### config.mk
export PLATFORM = sky130hd
export DESIGN_NAME = rf_wr_port_arbiter
export DESIGN_NICKNAME = d
export VERILOG_FILES = /design/src/rtl/rf_pkg.sv /design/src/rtl/starve_counter.sv /design/src/rtl/rf_wr_port_arbiter.sv
export SDC_FILE = /design/constraint.sdc
export NUM_CORES = 1
export LEC_CHECK = 0
export ABC_AREA = 1
export CAP_MARGIN = 20
export CELL_PAD_IN_SITES_DETAIL_PLACEMENT = 0
export CELL_PAD_IN_SITES_GLOBAL_PLACEMENT = 1
export CORE_ASPECT_RATIO = 1.4
export CORE_MARGIN = 2
export CORE_UTILIZATION = 24
export DETAILED_ROUTE_END_ITERATION = 8
export PLACE_DENSITY = 0.85
export REMOVE_ABC_BUFFERS = 1
export SLEW_MARGIN = 25
export SYNTH_ARGS = -nofsm -noshare
export SYNTH_HDL_FRONTEND = slang
export SYNTH_HIERARCHICAL = 1
export SYNTH_SLANG_ARGS = --single-unit
### constraint.sdc
create_clock -name clk -period 1.24 [get_ports clk]
set_input_delay 0.124 -clock clk [delete_from_list [all_inputs] [get_ports clk]]
set_output_delay 0.124 -clock clk [all_outputs]
set_load 0.05 [all_outputs]
### src/rtl/rf_pkg.sv
// Shared constants and types for the register-file write-port arbiter.
package rf_pkg;

    localparam int unsigned ADDR_W   = 5;
    localparam int unsigned DATA_W   = 64;
    localparam int unsigned ZERO_REG = 31;

    typedef logic [4:0] rf_addr_t;

    typedef enum logic [1:0] {
        IDLE  = 2'd0,
        WAIT  = 2'd1,
        STALL = 2'd2
    } arb_state_t;

endpackage

### src/rtl/starve_counter.sv
// Tracks how long an MCU write has been blocked by WB and requests a pipeline
// stall once the wait reaches the starvation limit.
module starve_counter
    import rf_pkg::*;
#(
    parameter int unsigned STARVE_LIMIT = 4
) (
    input  logic clk,
    input  logic reset,
    input  logic mc_valid,
    input  logic mc_ready,
    input  logic wb_live,
    output logic stall_req,
    output logic conflict_err
);

    localparam logic [3:0] LIMIT = 4'(STARVE_LIMIT);

    arb_state_t state;
    logic [3:0] wait_cnt;
    logic [3:0] cnt_inc;
    logic       release_req;

    assign cnt_inc     = wait_cnt + 4'd1;
    // Leaving the wait: either the MCU got the port or withdrew its request.
    assign release_req = !mc_valid || mc_ready;

    always_ff @(posedge clk) begin
        if (reset) begin
            state        <= IDLE;
            wait_cnt     <= 4'd0;
            stall_req    <= 1'b0;
            conflict_err <= 1'b0;
        end else begin
            conflict_err <= (state == STALL) && wb_live;
            case (state)
                IDLE: begin
                    if (mc_valid && !mc_ready) begin
                        wait_cnt <= 4'd1;
                        if (LIMIT == 4'd1) begin
                            state     <= STALL;
                            stall_req <= 1'b1;
                        end else begin
                            state <= WAIT;
                        end
                    end
                end
                WAIT: begin
                    if (release_req) begin
                        state    <= IDLE;
                        wait_cnt <= 4'd0;
                    end else begin
                        wait_cnt <= cnt_inc;
                        if (cnt_inc == LIMIT) begin
                            state     <= STALL;
                            stall_req <= 1'b1;
                        end
                    end
                end
                STALL: begin
                    // wait_cnt holds at LIMIT here, so it saturates without wrapping.
                    if (release_req) begin
                        state     <= IDLE;
                        wait_cnt  <= 4'd0;
                        stall_req <= 1'b0;
                    end
                end
                default: begin
                    state     <= IDLE;
                    wait_cnt  <= 4'd0;
                    stall_req <= 1'b0;
                end
            endcase
        end
    end

endmodule

### src/rtl/rf_wr_port_arbiter.sv
// Shares the single register-file write port between the WB stage (fixed
// priority) and a multi-cycle unit with a valid/ready handshake.
module rf_wr_port_arbiter #(
    parameter int unsigned DATA_W       = rf_pkg::DATA_W,
    parameter int unsigned ADDR_W       = rf_pkg::ADDR_W,
    parameter int unsigned ZERO_REG     = rf_pkg::ZERO_REG,
    parameter int unsigned STARVE_LIMIT = 4
) (
    input  logic              clk,
    input  logic              reset,
    input  logic              wb_en,
    input  logic [ADDR_W-1:0] wb_addr,
    input  logic [DATA_W-1:0] wb_data,
    input  logic              mc_valid,
    input  logic [ADDR_W-1:0] mc_addr,
    input  logic [DATA_W-1:0] mc_data,
    output logic              mc_ready,
    output logic              stall_req,
    output logic              conflict_err,
    output logic              rf_wr_en,
    output logic [ADDR_W-1:0] rf_wr_addr,
    output logic [DATA_W-1:0] rf_wr_data
);

    localparam logic [ADDR_W-1:0] ZERO_ADDR = ADDR_W'(ZERO_REG);

    logic wb_live;
    logic mc_live;

    // A WB write to the zero register is discarded, so it leaves the port free.
    assign wb_live  = wb_en && (wb_addr != ZERO_ADDR);
    assign mc_live  = mc_valid && (mc_addr != ZERO_ADDR);
    assign mc_ready = !reset && !wb_live;

    always_ff @(posedge clk) begin
        if (reset) begin
            rf_wr_en   <= 1'b0;
            rf_wr_addr <= '0;
            rf_wr_data <= '0;
        end else if (wb_live) begin
            rf_wr_en   <= 1'b1;
            rf_wr_addr <= wb_addr;
            rf_wr_data <= wb_data;
        end else if (mc_live) begin
            rf_wr_en   <= 1'b1;
            rf_wr_addr <= mc_addr;
            rf_wr_data <= mc_data;
        end else begin
            rf_wr_en <= 1'b0;
        end
    end

    starve_counter #(
        .STARVE_LIMIT(STARVE_LIMIT)
    ) u_starve (
        .clk          (clk),
        .reset        (reset),
        .mc_valid     (mc_valid),
        .mc_ready     (mc_ready),
        .wb_live      (wb_live),
        .stall_req    (stall_req),
        .conflict_err (conflict_err)
    );

endmodule

After elaboration in Yosys (flattened, before gate mapping)
Cells that the tools add are included.

Input port bits: 142. Output and inout port bits: 73. Register bits: 78. Word-level logic and storage cells: 53.

Equality and inequality tests: 10. Reduce and logical (&&, ||, !) cells: 15. Bitwise logic cells: 1. Add/subtract/negate cells: 1. Mux-type cells: 19.

Operators with widths (number): two-way mux 64 bit (2); two-way mux 4 bit (3); case mux 4 bit (3 select lines) (1); two-way mux 5 bit (2); inequality test 5 bit, second input constant (2); two-way mux 2 bit (4); inequality test 2 x 1 -> 1 bit, second input constant (3); case mux 2 bit (3 select lines) (1); logical AND 1 bit (5); two-way mux 1 bit (5); adder 4 x 1 -> 4 bit, second input constant (1); == test 4 x 3 -> 1 bit, second input constant (1); zero test 1 bit (4); AND reduction 4 bit (1); inequality test 3 x 1 -> 1 bit, second input constant (1); case mux 1 bit (3 select lines) (1); AND reduction 3 bit (1); == test 2 x 1 -> 1 bit, second input constant (1); == test 2 bit, second input constant (1); zero test 2 bit (1); inequality test 2 bit, second input constant (1); AND reduction 2 bit (1); nonzero test 2 bit (1); logical OR 1 bit (1); NOT 1 bit (1).

Logic depth before layout (Yosys ltp)
Gate-level depths: netlist of run 1.

Word-level depth: 8. Depth in mapped cells: 13. Depth with buffers taken out: 11.

Cells and area by module
Netlist of run 1, hierarchy kept.

By module, submodules not included: rf_wr_port_arbiter (cells each 678, instances 1, area each 4068.9 µm², seq. area each 1401.3 µm²); starve_counter (cells each 59, instances 1, area each 416.6 µm², seq. area each 160.2 µm²).

Worst setup path before layout of run 1
OpenSTA, ideal clock, no wires.

Path type: in2reg. From: input wb_addr[3]. To: register u_starve.wait_cnt[0]. Path buffers: 2. Required time: 1.112 ns. Arrival: 1.939 ns. Path slack: -0.827 ns. Stages on the path: 13. Library setup time: 0.128 ns. Cells stage by stage: nand3_1 -> o21bai_1 -> buf_4 -> buf_4 -> inv_2 -> nor2_1 -> inv_1 -> nand2_4 -> inv_2 -> nand3_1 -> nand2_2 -> nand2_1 -> a21oi_1.

Longest elaborated chain between the ends: 8. Elaborated cells between the ends (all ways): 12. Classes of those cells: eq/ne (3); mux (2); reduce/logical (7).

Ends and longest elaborated chain: from (decl) (RTL line rf_wr_port_arbiter.sv:12) `input logic [ADDR_W-1:0] wb_addr,`; inequality test 5 bit * (RTL line rf_wr_port_arbiter.sv:31) `assign wb_live = wb_en && (wb_addr != ZERO_ADDR);`; logical AND 1 bit * (RTL line rf_wr_port_arbiter.sv:31); named net wb_live (RTL line rf_wr_port_arbiter.sv:27) `logic wb_live;`; zero test 1 bit * (RTL line rf_wr_port_arbiter.sv:33) `assign mc_ready = !reset && !wb_live;`; logical AND 1 bit * (RTL line rf_wr_port_arbiter.sv:33); named net mc_ready (RTL line rf_wr_port_arbiter.sv:17) `output logic mc_ready,`; zero test 1 bit (RTL line starve_counter.sv:38) `if (mc_valid && !mc_ready) begin`; logical AND 1 bit (RTL line starve_counter.sv:38); inequality test 2 x 1 -> 1 bit (no source line); AND reduction 2 bit (no source line); to (signal assigned) (RTL line starve_counter.sv:53) `wait_cnt <= cnt_inc;`; to (decl) (RTL line starve_counter.sv:20) `logic [3:0] wait_cnt;`.

The timed path passes the listed nets; every way through them passes the cells marked *. A chain may end at the register's enable or synchronous reset.

Final worst setup path of run 1
From: input wb_addr[4]. To: register rf_wr_data[15].

Longest elaborated chain between the ends: 3. Elaborated cells between the ends (all ways): 4. Classes of those cells: eq/ne (1); mux (1); reduce/logical (2).

Ends and longest elaborated chain: inequality test 5 bit * (RTL line rf_wr_port_arbiter.sv:31); logical AND 1 bit * (RTL line rf_wr_port_arbiter.sv:31); two-way mux 64 bit or nonzero test 2 bit (tied branches); to (signal assigned) (RTL line rf_wr_port_arbiter.sv:43) `rf_wr_data <= wb_data;`; to (signal assigned) (RTL line rf_wr_port_arbiter.sv:47) `rf_wr_data <= mc_data;`; to (decl) (RTL line rf_wr_port_arbiter.sv:22) `output logic [DATA_W-1:0] rf_wr_data`.

Mark *: on every way between the ends. The rest lies on a longest branch, timed or not.

==> impl_metrics.toml, run 1 <==
[finish]
layout_commonest_cell = "nand2_1"
fillers = 1855
ff_latch_area_um2 = 1570
diodes = 0
nNetsFinal = 1113
multi_input_area_um2 = 2410
final_cell_mix = "222 x nand2_1, 202 x nor2_1, 129 x clkdlybuf4s50_1, 85 x buf_12, 78 x inv_1"
drive_gt1_share_pct = 17.1
area_growth_pct = 90.5
final_cells = 1217

[floorplanning]
die_area_um2 = 19800
fp-row-count = 59
die_h_um = 166
core_area_um2 = 18500
die_width_um = 120
initial_core_util_pct = 24.3
pin_count = 215

[worst_setup_path]
critPathLaunchType = "input port"
required_ns = 1.46
ff2ff_setup_slack_ns = 0.10
path_depth = 10
endpoint = "rf_wr_data[15]"
path_class = "input port to register"
crit_path_max_incr_delay_ns = 0.19
crit_slowest_cell = "clkdlybuf4s15_1"
cp_common_cell = "buf_6"
crit_path_start = "wb_addr[4]"
crit_chain = "clkdlybuf4s15_1 -> nand3_2 -> o21bai_4 -> buf_6 -> buf_12 -> buf_4 -> buf_6 -> nand3b_1 -> nand2_1 -> nor2_1"
path_max_fanout = 14
cp_top_family = "buffers and inverters"
r2r_start = "u_starve/wait_cnt[0]"
arrival_ns = 1.42
ff2ff_path_depth = 8
end_kind = "register"
worst-path-buf-inv = 5
rr_endpoint = "u_starve/stall_req"

[clocking]
clock_latency_ns = 0.33
clock-root-buffer = "clkbuf_16"
cts_tree = "built"
cts_buffers = 9
h-tree-depth = 3
clock_path_buffers = 2
cts.clk_slew.worst_paths_ns = 0.06
ctsHoldBuffers = 0
cts.sinks = 78

[grt]
grt_max_degree = 37
grt_use_total_pct = 16.0
grt_pass1_vias = 4808
grt_pass1_wl_mm = 25.0
grt_overflow = 0
antenna_found_initial = 0

[sta]
max_freq_mhz = 834
setup_ws_ns = 0.0415
setup_violations = 0
fin_skew_ns = 0.00221
report.final.slew_viol_count = 0
finalCritPeriodShare_pct = 96.7
finalHoldViolCount = 0
slew_headroom_pct = 83.0
min_period_ns = 1.20
worst_pin_slew_ns = 0.255

[worst_hold_path]
min_path_type = "input port to register"
hold_path_depth = 5

[place]
pre_cts_slack_ns = -0.611
place_congestion = 0.781
dp_hpwl_mm = 10.9
dp_cells = 1181
port_buffers = 214

[power]
peakVddDrop_mv = 0.755
leakage_nw = 4.14
power.total_w = 0.00903
p_per_area_nw_per_um2 = 1060

[route]
drt_iter0_drc = 194
drtAntennaViolNets = 0
drt_wl_total_mm = 16.3
wl_per_cell_um = 13.4
drt_pass1_iterations = 4
drc = 0
vias_per_cell = 4.19
vias = 5096

[synth]
synth_area_leaders = "dfxtp_1 35%, nand2_1 19%, nor2_1 17%"
yosys_warnings = 6
yosys.area.top_type = "dfxtp_1"
netlist_area_um2 = 4490
syn_avg_cell_area_um2 = 6.09
synthCells = 737
ys_seq_area_share_pct = 34.8
yosysUniqueCellTypes = 24
yosysTopAreaCellShare_pct = 34.8
synth-seq-cells = 78

[run]
maxCapViolCount = 0

[run_status]
status = "finished, final reports clean"
-- area by class of cell --
cell class	instances	area share [%]
Multi-Input combinational cell	531	28.2
Timing Repair Buffer	267	42.5
Inverter	82	3.60
Clock inverter	3	0.791
Clock buffer	12	3.00
Sequential cell	78	18.3
Tap cell	244	3.57
-- registers in the layout (all words and copies together), names as in the netlist --
register	cells
rf_wr_en	1
u_starve/state	2
u_starve/conflict_err	1
rf_wr_data	64
rf_wr_addr	5
u_starve/wait_cnt	4
u_starve/stall_req	1
-- stage by stage --
step                      utilization, %  TNS (ns)  hold WS, ns  area (µm²)
after global placement              42.0    -38.33        0.472        7740
after detailed placement            42.0    -41.78        0.477        7740
final                               46.3         0        0.113        8540
after global routing                46.3  -0.00300        0.170        8540
after floorplan                        -   -720.16        0.193        4200
after CTS                           45.8         0        0.248        8460
-- synth_stat cells --
library cell and n:
nand4_1 2, nand3_1 7, o21ai_0 2, inv_1 79, buf_1 2, clkinv_1 1, nand2_4 1, buf_4 15
a21boi_0 1, a21oi_1 7, inv_2 2, o21bai_1 2, nand3b_1 69, buf_6 5, buf_2 13, nand2_2 3
clkbuf_1 11, dfxtp_1 78, nor2_4 1, a211oi_1 1, nor3_1 1, ha_1 2, nand2_1 226, nor2_1 206
-- routing by layer --
layer | vias up | routed length [µm] | track usage (%)
li1 | 2663 | - | -
met1 | 2286 | 6700 | 18.7
met2 | 125 | 8520 | 29.1
met3 | 22 | 714 | 3.13
met4 | 0 | 375 | 5.37
met5 | - | 0 | 0
-- report_power, final --
group	total, W	internal (W)	switching, W
sequential	0.00289	0.00270	0.000190
combinational	0.00319	0.00167	0.00153
clock	0.00295	0.00187	0.00108
total	0.00903	0.00623	0.00280
-- worst register-to-register path: cells and delay by family (launching register included) --
family	cells	cell delay, ns
flip-flops	1	0.36
AND/OR/NAND/NOR	5	0.40
buffers and inverters	1	0.04
AO/OA/AOI/OAI	1	0.06
adder cells (fa/ha/maj)	1	0.17
-- kinds of logic after synthesis --
group | Yosys count | share of synthesized area [%]
AOI/OAI and AO/OA | 13 | 1.67
adders and majority gates | 2 | 0.558
buffers and inverters | 128 | 13.2
DFF | 78 | 34.8
and+or+nand+nor | 516 | 49.8
-- worst min path at each step --
stage | slack [ns] | endpoint | from
after detailed placement | 0.48 | u_starve/wait_cnt[3] | u_starve/wait_cnt[3]
after global placement | 0.47 | u_starve/wait_cnt[3] | u_starve/wait_cnt[3]
after floorplan | 0.19 | rf_wr_en | reset
after global routing | 0.17 | rf_wr_addr[3] | wb_addr[3]
after CTS | 0.25 | rf_wr_addr[3] | wb_addr[3]
final | 0.11 | rf_wr_addr[3] | wb_addr[3]
-- what timing repair did --
action | 4_1_cts | 5_1_grt
setup buffers | 9 | 4
gates cloned | 8 | 1
hold endpoints to repair | 0 | 0
pin swaps | 11 | 6
setup endpoints to repair | 77 | 44
resized for setup | 42 | 17
Note: power is estimated with default switching activity, not from simulation.
==> run 2, diff against run 1 <==
--- a/config.mk
+++ b/config.mk
@@ -15,7 +15,7 @@
 export DETAILED_ROUTE_END_ITERATION = 8
 export PLACE_DENSITY = 0.85
 export REMOVE_ABC_BUFFERS = 1
-export SLEW_MARGIN = 25
+export SLEW_MARGIN = 40
 export SYNTH_ARGS = -nofsm -noshare
 export SYNTH_HDL_FRONTEND = slang
 export SYNTH_HIERARCHICAL = 1
==> results of run 2 <==
The final DEF is identical to that of run 1; final timing and power are the same.
